<file path="src/rtl/lcd_send_char.sv">
// lcd_send_char: drives HD44780-style character LCD pins for one byte per request.
// Sequence per byte: SETUP (E low, bus stable) -> PULSE (E high) -> HOLD (E low,
// bus held) -> EXEC (fixed execution wait) -> DONE (one-cycle sendCharDone).
// The LCD busy flag is never polled; execution time is covered by fixed waits.
module lcd_send_char #(
  parameter int SETUP_CYC     = 1,
  parameter int E_HIGH_CYC    = 1,
  parameter int HOLD_CYC      = 1,
  parameter int EXEC_CYC      = 80,
  parameter int LONG_EXEC_CYC = 3200,
  parameter int CNT_W         = 16
) (
  input  logic       clk,
  input  logic       reset,
  input  logic       dataReady,
  input  logic [7:0] charIn,
  input  logic       RSin,
  input  logic       RWin,
  output logic       sendCharDone,
  output logic       busy,
  output logic       lcdE,
  output logic       lcdRS,
  output logic       lcdRW,
  output logic [7:0] lcdData,
  output logic       lcdDataOe
);

  typedef enum logic [2:0] {
    IDLE  = 3'd0,
    SETUP = 3'd1,
    PULSE = 3'd2,
    HOLD  = 3'd3,
    EXEC  = 3'd4,
    DONE  = 3'd5
  } state_t;

  // Phase counters load (length - 1) and count down to zero.
  localparam logic [CNT_W-1:0] SETUP_LD = CNT_W'(SETUP_CYC - 1);
  localparam logic [CNT_W-1:0] E_HI_LD  = CNT_W'(E_HIGH_CYC - 1);
  localparam logic [CNT_W-1:0] HOLD_LD  = CNT_W'(HOLD_CYC - 1);
  localparam logic [CNT_W-1:0] EXEC_LD  = CNT_W'(EXEC_CYC - 1);
  localparam logic [CNT_W-1:0] LONG_LD  = CNT_W'(LONG_EXEC_CYC - 1);
  localparam logic [CNT_W-1:0] CNT_ZERO = {CNT_W{1'b0}};
  localparam logic [CNT_W-1:0] CNT_ONE  = {{(CNT_W-1){1'b0}}, 1'b1};

  state_t           state_r, state_s;
  logic [CNT_W-1:0] cnt_r, cnt_s;
  logic [7:0]       char_r, char_s;
  logic             rs_r, rs_s;
  logic             rw_r, rw_s;
  logic             cnt_zero_s;
  logic             long_cmd_s;

  assign cnt_zero_s = (cnt_r == CNT_ZERO);
  // Clear display (0x01) and return home (0x02/0x03) need the long execution wait.
  assign long_cmd_s = (rs_r == 1'b0) && (char_r[7:2] == 6'b000000);

  // The latched byte/RS/RW registers are the bus outputs themselves.
  assign lcdData = char_r;
  assign lcdRS   = rs_r;
  assign lcdRW   = rw_r;

  // Next-state, counter and request-latch logic.
  always_comb begin
    state_s = state_r;
    cnt_s   = cnt_r;
    char_s  = char_r;
    rs_s    = rs_r;
    rw_s    = rw_r;
    case (state_r)
      IDLE: begin
        if (dataReady) begin
          char_s  = charIn;
          rs_s    = RSin;
          rw_s    = RWin;
          cnt_s   = SETUP_LD;
          state_s = SETUP;
        end else begin
          state_s = IDLE;
        end
      end
      SETUP: begin
        if (cnt_zero_s) begin
          cnt_s   = E_HI_LD;
          state_s = PULSE;
        end else begin
          cnt_s = cnt_r - CNT_ONE;
        end
      end
      PULSE: begin
        if (cnt_zero_s) begin
          cnt_s   = HOLD_LD;
          state_s = HOLD;
        end else begin
          cnt_s = cnt_r - CNT_ONE;
        end
      end
      HOLD: begin
        if (cnt_zero_s) begin
          cnt_s   = long_cmd_s ? LONG_LD : EXEC_LD;
          state_s = EXEC;
        end else begin
          cnt_s = cnt_r - CNT_ONE;
        end
      end
      EXEC: begin
        if (cnt_zero_s) begin
          state_s = DONE;
        end else begin
          cnt_s = cnt_r - CNT_ONE;
        end
      end
      DONE: begin
        state_s = IDLE;
      end
      default: begin
        state_s = IDLE;
        cnt_s   = CNT_ZERO;
      end
    endcase
  end

  // State, counter and latched request registers.
  always_ff @(posedge clk or posedge reset) begin
    if (reset) begin
      state_r <= IDLE;
      cnt_r   <= CNT_ZERO;
      char_r  <= 8'h00;
      rs_r    <= 1'b0;
      rw_r    <= 1'b0;
    end else begin
      state_r <= state_s;
      cnt_r   <= cnt_s;
      char_r  <= char_s;
      rs_r    <= rs_s;
      rw_r    <= rw_s;
    end
  end

  // Control outputs registered from the next state so they align with it.
  always_ff @(posedge clk or posedge reset) begin
    if (reset) begin
      lcdE         <= 1'b0;
      sendCharDone <= 1'b0;
      busy         <= 1'b0;
      lcdDataOe    <= 1'b0;
    end else begin
      lcdE         <= (state_s == PULSE);
      sendCharDone <= (state_s == DONE);
      busy         <= (state_s != IDLE);
      lcdDataOe    <= (state_s != IDLE) && !rw_s;
    end
  end

endmodule

</file>
<file path="config.mk">
export PLATFORM = sky130hd
export DESIGN_NAME = lcd_send_char
export DESIGN_NICKNAME = d
export VERILOG_FILES = /design/src/rtl/lcd_send_char.sv
export SDC_FILE = /design/constraint.sdc
export NUM_CORES = 1
export LEC_CHECK = 0
export ABC_AREA = 1
export ABC_CLOCK_PERIOD_IN_PS = 1400
export BUFFER_PORTS_ARGS = -buffer_cell sky130_fd_sc_hd__clkbuf_2
export CAP_MARGIN = 20
export CORE_MARGIN = 4
export CORE_UTILIZATION = 51
export DETAILED_ROUTE_END_ITERATION = 10
export PLACE_DENSITY = 0.82
export REMOVE_ABC_BUFFERS = 1
export SYNTH_ARGS = -nofsm -noshare
export SYNTH_HDL_FRONTEND = slang
export SYNTH_SLANG_ARGS = --single-unit
</file>
<file path="constraint.sdc">
create_clock -name clk -period 1.4 [get_ports clk]
set_input_delay 0.14 -clock clk [delete_from_list [all_inputs] [get_ports clk]]
set_output_delay 0.14 -clock clk [all_outputs]
set_load 0.01 [all_outputs]
</file>
==> results of run 1 <==
stage by stage:
| step | utilization (%) | instances |
|---|---|---|
| 2_1_floorplan | - | 263 |
| 3_3_place_gp | 66.99 | 385 |
| 3_5_place_dp | 66.99 | 385 |
| 4_1_cts | 77.85 | 400 |
| 5_1_grt | 84.19 | 405 |
| 6_report | 84.19 | 405 |
flip-flops by register name, summed over array words and instances (netlist names):
signal        count
busy              1
cnt_r            16
lcdData           8
lcdDataOe         1
lcdE              1
lcdRS             1
lcdRW             1
sendCharDone      1
state_r           3
layer usage:
metal | up-vias | track usage [%] | routed length (um)
li1 | 1029 | - | -
met1 | 1156 | 29.88 | 2819
met2 | 130 | 48.37 | 4330
met3 | 52 | 6.475 | 459
met4 | 0 | 15.11 | 495
met5 | - | 0 | 0
final timing paths:
kind                                              from                     end  slack (ns)  depth (start not counted)
worst max-delay path             cnt_r[14]$_DFFE_PP0P_    cnt_r[1]$_DFFE_PP0P_       -0.34                         10
worst min-delay path                         charIn[3]  lcdData[3]$_DFFE_PP0P_        0.09                          3
worst max register to register   cnt_r[14]$_DFFE_PP0P_    cnt_r[1]$_DFFE_PP0P_       -0.34                         10
worst min register to register  lcdData[6]$_DFFE_PP0P_  lcdData[6]$_DFFE_PP0P_        0.55                          2
max in group asynchronous                        reset    state_r[1]$_DFF_PP0_        0.61                          4
min in group asynchronous                        reset  lcdData[6]$_DFFE_PP0P_        0.47                          4
cells by family after synthesis:
group / share of synthesized area [%]
buffers and inverters: 8.800
and+or+nand+nor: 36.67
xor gates and xnor gates: 3.572
DFF: 42.09
AOI/OAI and AO/OA: 5.867
adders and majority gates: 1.275
muxes: 1.722
layout make-up:
type	count	area, um2
multi-input combinational	195	1335
sequential	33	825.8
timing repair buffer	86	628.1
fill	198	583.1
inverter	35	136.4
clock buffer	6	82.58
tap	48	60.06
clock inverter	2	37.54
where the power goes:
part	switching [W]	internal [W]
registers	0.000250	0.00132
clock network	0.000396	0.000579
logic	0.00321	0.00232
total	0.00385	0.00422
placed cells by master, fill, tap and decap left out, types with 2 or more instances in the layout:
cell                       netlist  final
sky130_fd_sc_hd__mux2_2          3      3
sky130_fd_sc_hd__buf_6           2     12
sky130_fd_sc_hd__nand2_4         0      7
sky130_fd_sc_hd__clkbuf_8        0      6
sky130_fd_sc_hd__xor2_2          0      2
sky130_fd_sc_hd__inv_4           0      2
sky130_fd_sc_hd__dfrtp_1        33     33
sky130_fd_sc_hd__nor3_2          0      2
sky130_fd_sc_hd__nand2_2         2     13
sky130_fd_sc_hd__inv_1          31     25
sky130_fd_sc_hd__buf_4           0     47
sky130_fd_sc_hd__nand3_4         0      2
sky130_fd_sc_hd__xnor2_1         3      2
sky130_fd_sc_hd__nor2_4          2     11
sky130_fd_sc_hd__inv_2           4      8
sky130_fd_sc_hd__a21oi_2         0      2
sky130_fd_sc_hd__nand2_1        72     54
sky130_fd_sc_hd__nand3_1        26     11
sky130_fd_sc_hd__a21oi_1         9      7
sky130_fd_sc_hd__nor2_2          1     11
sky130_fd_sc_hd__nor2_1         41     22
sky130_fd_sc_hd__ha_4            0      2
sky130_fd_sc_hd__nand3_2         0     13
sky130_fd_sc_hd__nand4_1        10     10
sky130_fd_sc_hd__nand3b_1        3      3
sky130_fd_sc_hd__o21ai_1         2      2
sky130_fd_sc_hd__xor2_1          5      3
sky130_fd_sc_hd__clkbuf_2        0     26
sky130_fd_sc_hd__o211ai_1        4      4
worst max-delay path, cell delays in order (launching register included):
cell and delay [ns]:
sky130_fd_sc_hd__dfrtp_1 0.41, sky130_fd_sc_hd__inv_1 0.19, sky130_fd_sc_hd__nand3_1 0.11, sky130_fd_sc_hd__nor2_1 0.16, sky130_fd_sc_hd__nand2_2 0.12, sky130_fd_sc_hd__buf_6 0.17
sky130_fd_sc_hd__nand2_1 0.11, sky130_fd_sc_hd__nand2_1 0.09, sky130_fd_sc_hd__o211ai_1 0.12, sky130_fd_sc_hd__nand2_1 0.12, sky130_fd_sc_hd__nand2_1 0.08
repair_timing:
action | 4_1_cts | 5_1_grt
gates resized for setup | 62 | 47
gates cloned | 1 | 0
endpoints found under the setup margin | 22 | 27
buffers inserted | 5 | 5
pin swaps | 13 | 23
hold endpoints to repair | 33 | 0
hold buffers | 1 | 0
==> results.cfg, run 1 <==
[setup_path]
critPathCaptureType = register
critical_path_arrival_ns = 1.97
cp-start-kind = register
worst-endpoint-required_ns = 1.63
critical_path_peak_fanout = 11
criticalPathCategory = reg -> reg

[synth]
synth_most_common_cell = sky130_fd_sc_hd__nand2_1
ys_seq_area_share_pct = 42.09
synth.lib_cells_used.distinct = 28
ys_warn_count = 0
synth_top_area_share_pct = 42.09
synth_edf_count = 0
synth.ff_latch_count = 33
synth_ff_type = sky130_fd_sc_hd__dfrtp_1
average_cell_area_after_synthesis_um2 = 7.293
synthDominantAreaCellType = sky130_fd_sc_hd__dfrtp_1
ys_async_sr_fraction_pct = 100.0
synth_top_cells_by_area = sky130_fd_sc_hd__dfrtp_1, sky130_fd_sc_hd__nand2_1, sky130_fd_sc_hd__nor2_1
postSynthCellCount = 269
synth.top_cells.by_count = sky130_fd_sc_hd__nand2_1, sky130_fd_sc_hd__nor2_1, sky130_fd_sc_hd__dfrtp_1
synth.cell_area_um2 = 1962

[clock_tree]
clk_latency_ns = 0.30
h-tree-depth = 2
cts_made_buffers = 5
worst_setup_hold_path_clk_slew_ns = 0.08
tritoncts = built
cts.path.max_buffers = 2
cts_root_buffer = sky130_fd_sc_hd__clkbuf_8
cts_sinks = 33

[power_and_ir_drop]
ir_drop_mv = 1.758
power_leakage_nw = 1.595
totalPowerFinal_w = 0.008068
power.density_nw_per_um2 = 2598

[detailed_routing]
avgRoutedWirePerCell_um = 20.01
drt_iter0_markers = 229
drt_drc_violations_left = 0
vias_per_cell = 5.844
count_of_nets_left_with_antenna_violations_after_detail_routing = 0
postRouteWirelength_mm = 8.104
detailed_route_via_count = 2367
drt_first_pass_iters = 5

[die]
die_w_um = 70.02
floorplan.initialDensity_pct = 53.19
die-height_um = 70.02
floorplan.die_area_um2 = 4903
rows = 22
io-pin-count = 27
coreArea_um2 = 3689

[sta]
final.min_clock_period_ns = 1.741
max_freq_mhz = 574.4
worst_slack_ns = -0.3410
final.hold.worst_slack_ns = 0.09267
finalClockSkew_ns = 0.007938
timing.max_slew.rel_slack_pct = 69.92
hold_viol = 0
worst_slew_pin_slew_ns = 0.4512
timing.setup.tns_ns = -4.537
max_slew_vio_count = 0
fin_crit_sh_pct = 124.4
setup_viol_count_final = 22
rsz0062_at_grt = yes

[global_route]
first_global_vias = 2299
antenna_violations_before_repair = 0
gr_util_all_layers_pct = 27.38
grt_pass1_wl_mm = 10.61
grt_remaining_overflow = 0
largest_net_degree_at_the_start_of_global_routing = 34

[placement]
gp_routability_congestion = 0.8802
port-buffer-count = 26
detailed_place_hpwl_mm = 3.980
placement.cell_area_um2 = 2471
worst_setup_slack_post_dpl_ns = -0.3581

[final_layout]
final_nets = 371
post_route_cells_drive_above_1_share_pct = 49.86
design_area_um2 = 3105
area_growth_pct = 58.29
antennaDiodeCount = 0

[run_status]
status = finished with violations
violations = setup timing

[min_path]
min-delay-path-class = in -> reg

[run]
count_of_max_cap_constraint_violations = 0
Power figures use the tool's default switching activity.
==> run 2: changes to the inputs <==
- ABC_AREA: 1 -> default
==> run 2 against run 1 <==
  * The run still ends with setup timing left
  * Routed wire length grew 12%
  * Register-to-register slack worse by 0.31 ns
  * Clock power shrank 0.4%
  * Core utilization increased by 3.9 points
  * Power down 75%
  * Synthesized cell count is 23% lower
  * Fmax shrank 15%
  * Synthesized area is 0.38% lower
  * Global-route usage rose by 5.8 points
  * Count of clock-buffer cells in the layout is the same
  * Non-clock buffer count increased by 16
  * Sequential share of layout area fell by 1.1 points
  * Critical path type unchanged
==> results.cfg, run 2 <==
[global_route]
largest_net_degree_at_the_start_of_global_routing = 34
grt_pass1_wl_mm = 12.62
gr_util_all_layers_pct = 33.14
grt_remaining_overflow = 0
antenna_violations_before_repair = 0
first_global_vias = 2381

[detailed_routing]
drt_drc_violations_left = 0
drt_iter0_markers = 395
detailed_route_via_count = 2436
vias_per_cell = 6.920
avgRoutedWirePerCell_um = 25.89
postRouteWirelength_mm = 9.113
count_of_nets_left_with_antenna_violations_after_detail_routing = 0
drt_first_pass_iters = 5

[setup_path]
cp-start-kind = register
critical_path_peak_fanout = 5
critPathCaptureType = register
criticalPathCategory = reg -> reg
regToRegStartpoint = cnt_r[0]$_DFFE_PP0P_
worst-endpoint-required_ns = 1.58
launching_element_of_the_worst_setup_path = cnt_r[0]$_DFFE_PP0P_
critical_path_arrival_ns = 2.23

[final_layout]
multi_input_comb_area_um2 = 1424
final_nets = 318
regArea_um2 = 827.0
post_route_cells_drive_above_1_share_pct = 58.88
finalNonFillerCells = 352
antennaDiodeCount = 0
mostFrequentLayoutCell = sky130_fd_sc_hd__buf_4
max_flop_register = cnt_r
area_growth_pct = 66.33
largest_reg_flops = 16
mostFrequentLayoutCells = sky130_fd_sc_hd__buf_4, sky130_fd_sc_hd__dfrtp_1, sky130_fd_sc_hd__clkbuf_2
fillCellCount = 168

[sta]
timing.max_slew.rel_slack_pct = 70.49
fin_crit_sh_pct = 146.4
worst_slew_pin_slew_ns = 0.4426
max_freq_mhz = 487.9
setup_viol_count_final = 31
worst_slack_ns = -0.6498
hold_viol = 0
finalClockSkew_ns = 0.01213
rsz0062_at_grt = yes
max_slew_vio_count = 0
final.min_clock_period_ns = 2.050

[clock_tree]
cts_root_buffer = sky130_fd_sc_hd__clkbuf_8
cts.path.max_buffers = 2
tritoncts = built
h-tree-depth = 2
cts_made_buffers = 5
worst_setup_hold_path_clk_slew_ns = 0.07
clk_latency_ns = 0.30
cts_sinks = 33

[synth]
synth_edf_count = 0
synth_top_cells_by_area = sky130_fd_sc_hd__dfrtp_1, sky130_fd_sc_hd__mux2_2, sky130_fd_sc_hd__nand2_1
synth_most_common_cell = sky130_fd_sc_hd__dfrtp_1
postSynthCellCount = 207
ys_warn_count = 0
synth.top_cells.by_count = sky130_fd_sc_hd__dfrtp_1, sky130_fd_sc_hd__nand2_1, sky130_fd_sc_hd__a21oi_1
ys_async_sr_fraction_pct = 100.0
synthDominantAreaCellType = sky130_fd_sc_hd__dfrtp_1
synth.cell_area_um2 = 1954
ys_seq_area_share_pct = 42.25
synth.lib_cells_used.distinct = 50
synth_ff_type = sky130_fd_sc_hd__dfrtp_1
synth.ff_latch_count = 33
average_cell_area_after_synthesis_um2 = 9.441
synth_top_area_share_pct = 42.25

[placement]
placed_cells_incl_taps = 328
gp_routability_congestion = 0.8986
detailed_place_hpwl_mm = 4.049
port-buffer-count = 26
worst_setup_slack_post_dpl_ns = -0.5302

[die]
die_w_um = 69.91
floorplan.die_area_um2 = 4887
floorplan.initialDensity_pct = 52.99
die-height_um = 69.91
rows = 22
io-pin-count = 27
coreArea_um2 = 3689

[power_and_ir_drop]
ir_drop_mv = 0.8210
totalPowerFinal_w = 0.001981
power.density_nw_per_um2 = 609.4
power_leakage_nw = 1.411

[run_status]
violations = setup timing
status = finished with violations

[min_path]
min-delay-path-class = in -> reg
min_from = charIn[7]

[run]
count_of_max_cap_constraint_violations = 0
-- run 2: cell type report --
class	instances	share of cell area (%)
multi-input cells	156	43.80
flip-flops and latches	33	25.44
repair buffers	102	24.52
clock buffers	6	2.540
well taps	48	1.848
clock inverters	2	1.155
inverters	5	0.6928
-- run 2: worst paths after layout --
path | to | slack [ns] | depth (start not counted)
max in group asynchronous | state_r[1]$_DFF_PP0_ | 0.59 | 4
min | lcdData[7]$_DFFE_PP0P_ | 0.07 | 2
min in group asynchronous | cnt_r[1]$_DFFE_PP0P_ | 0.47 | 4
max reg2reg | cnt_r[12]$_DFFE_PP0P_ | -0.65 | 8
max | cnt_r[12]$_DFFE_PP0P_ | -0.65 | 8
min reg2reg | lcdData[1]$_DFFE_PP0P_ | 0.54 | 1
-- run 2: cells by family after synthesis --
group / synth area share (%)
AND/OR/NAND/NOR: 26.57
adder cells (fa/ha/maj): 1.792
multiplexers: 10.44
buffers and inverters: 4.353
flip-flops: 42.25
AO/OA/AOI/OAI: 14.60
-- run 2: what timing repair did --
item                                    CTS  global route
gates cloned                              1             1
hold buffers                              1             0
hold endpoints to repair                 33             0
endpoints found under the setup margin   32            31
buffers inserted                          5            11
resized for setup                        76            33
pin swaps                                 9            26
-- run 2: routing by layer --
metal | GRT usage [%] | routed length (um) | up-vias
li1 | - | - | 958
met1 | 40.92 | 3243 | 1154
met2 | 54.25 | 4087 | 242
met3 | 7.626 | 1072 | 82
met4 | 16.38 | 710 | 0
met5 | 0 | 0 | -
-- run 2: power breakdown --
part	internal [W]	leakage (nW)	switching (W)
combinational	0.0000229	0.951	0.0000343
sequential	0.000953	0.403	0
clock	0.000579	0.0574	0.000392
-- run 2: worst max-delay path: stages, from the launching register on --
cell and delay, ns:
sky130_fd_sc_hd__dfrtp_1 0.39, sky130_fd_sc_hd__inv_2 0.09, sky130_fd_sc_hd__buf_6 0.12, sky130_fd_sc_hd__ha_4 0.13
sky130_fd_sc_hd__or3b_4 0.42, sky130_fd_sc_hd__nor4_4 0.17, sky130_fd_sc_hd__and2b_2 0.22, sky130_fd_sc_hd__nand3b_1 0.11
sky130_fd_sc_hd__mux2i_1 0.29
-- run 2: metrics by stage --
stage / instance area (um2) / setup TNS [ns] / utilization, % / hold WS, ns
floorplan: 1888 / -13.83 / - / 0.2689
global placement: 2529 / -8.343 / 68.55 / 0.2251
detailed placement: 2529 / -9.937 / 68.55 / 0.2374
CTS: 3042 / -6.980 / 82.46 / 0.07476
global route: 3251 / -12.49 / 88.13 / 0.07366
finish: 3251 / -11.79 / 88.13 / 0.06921
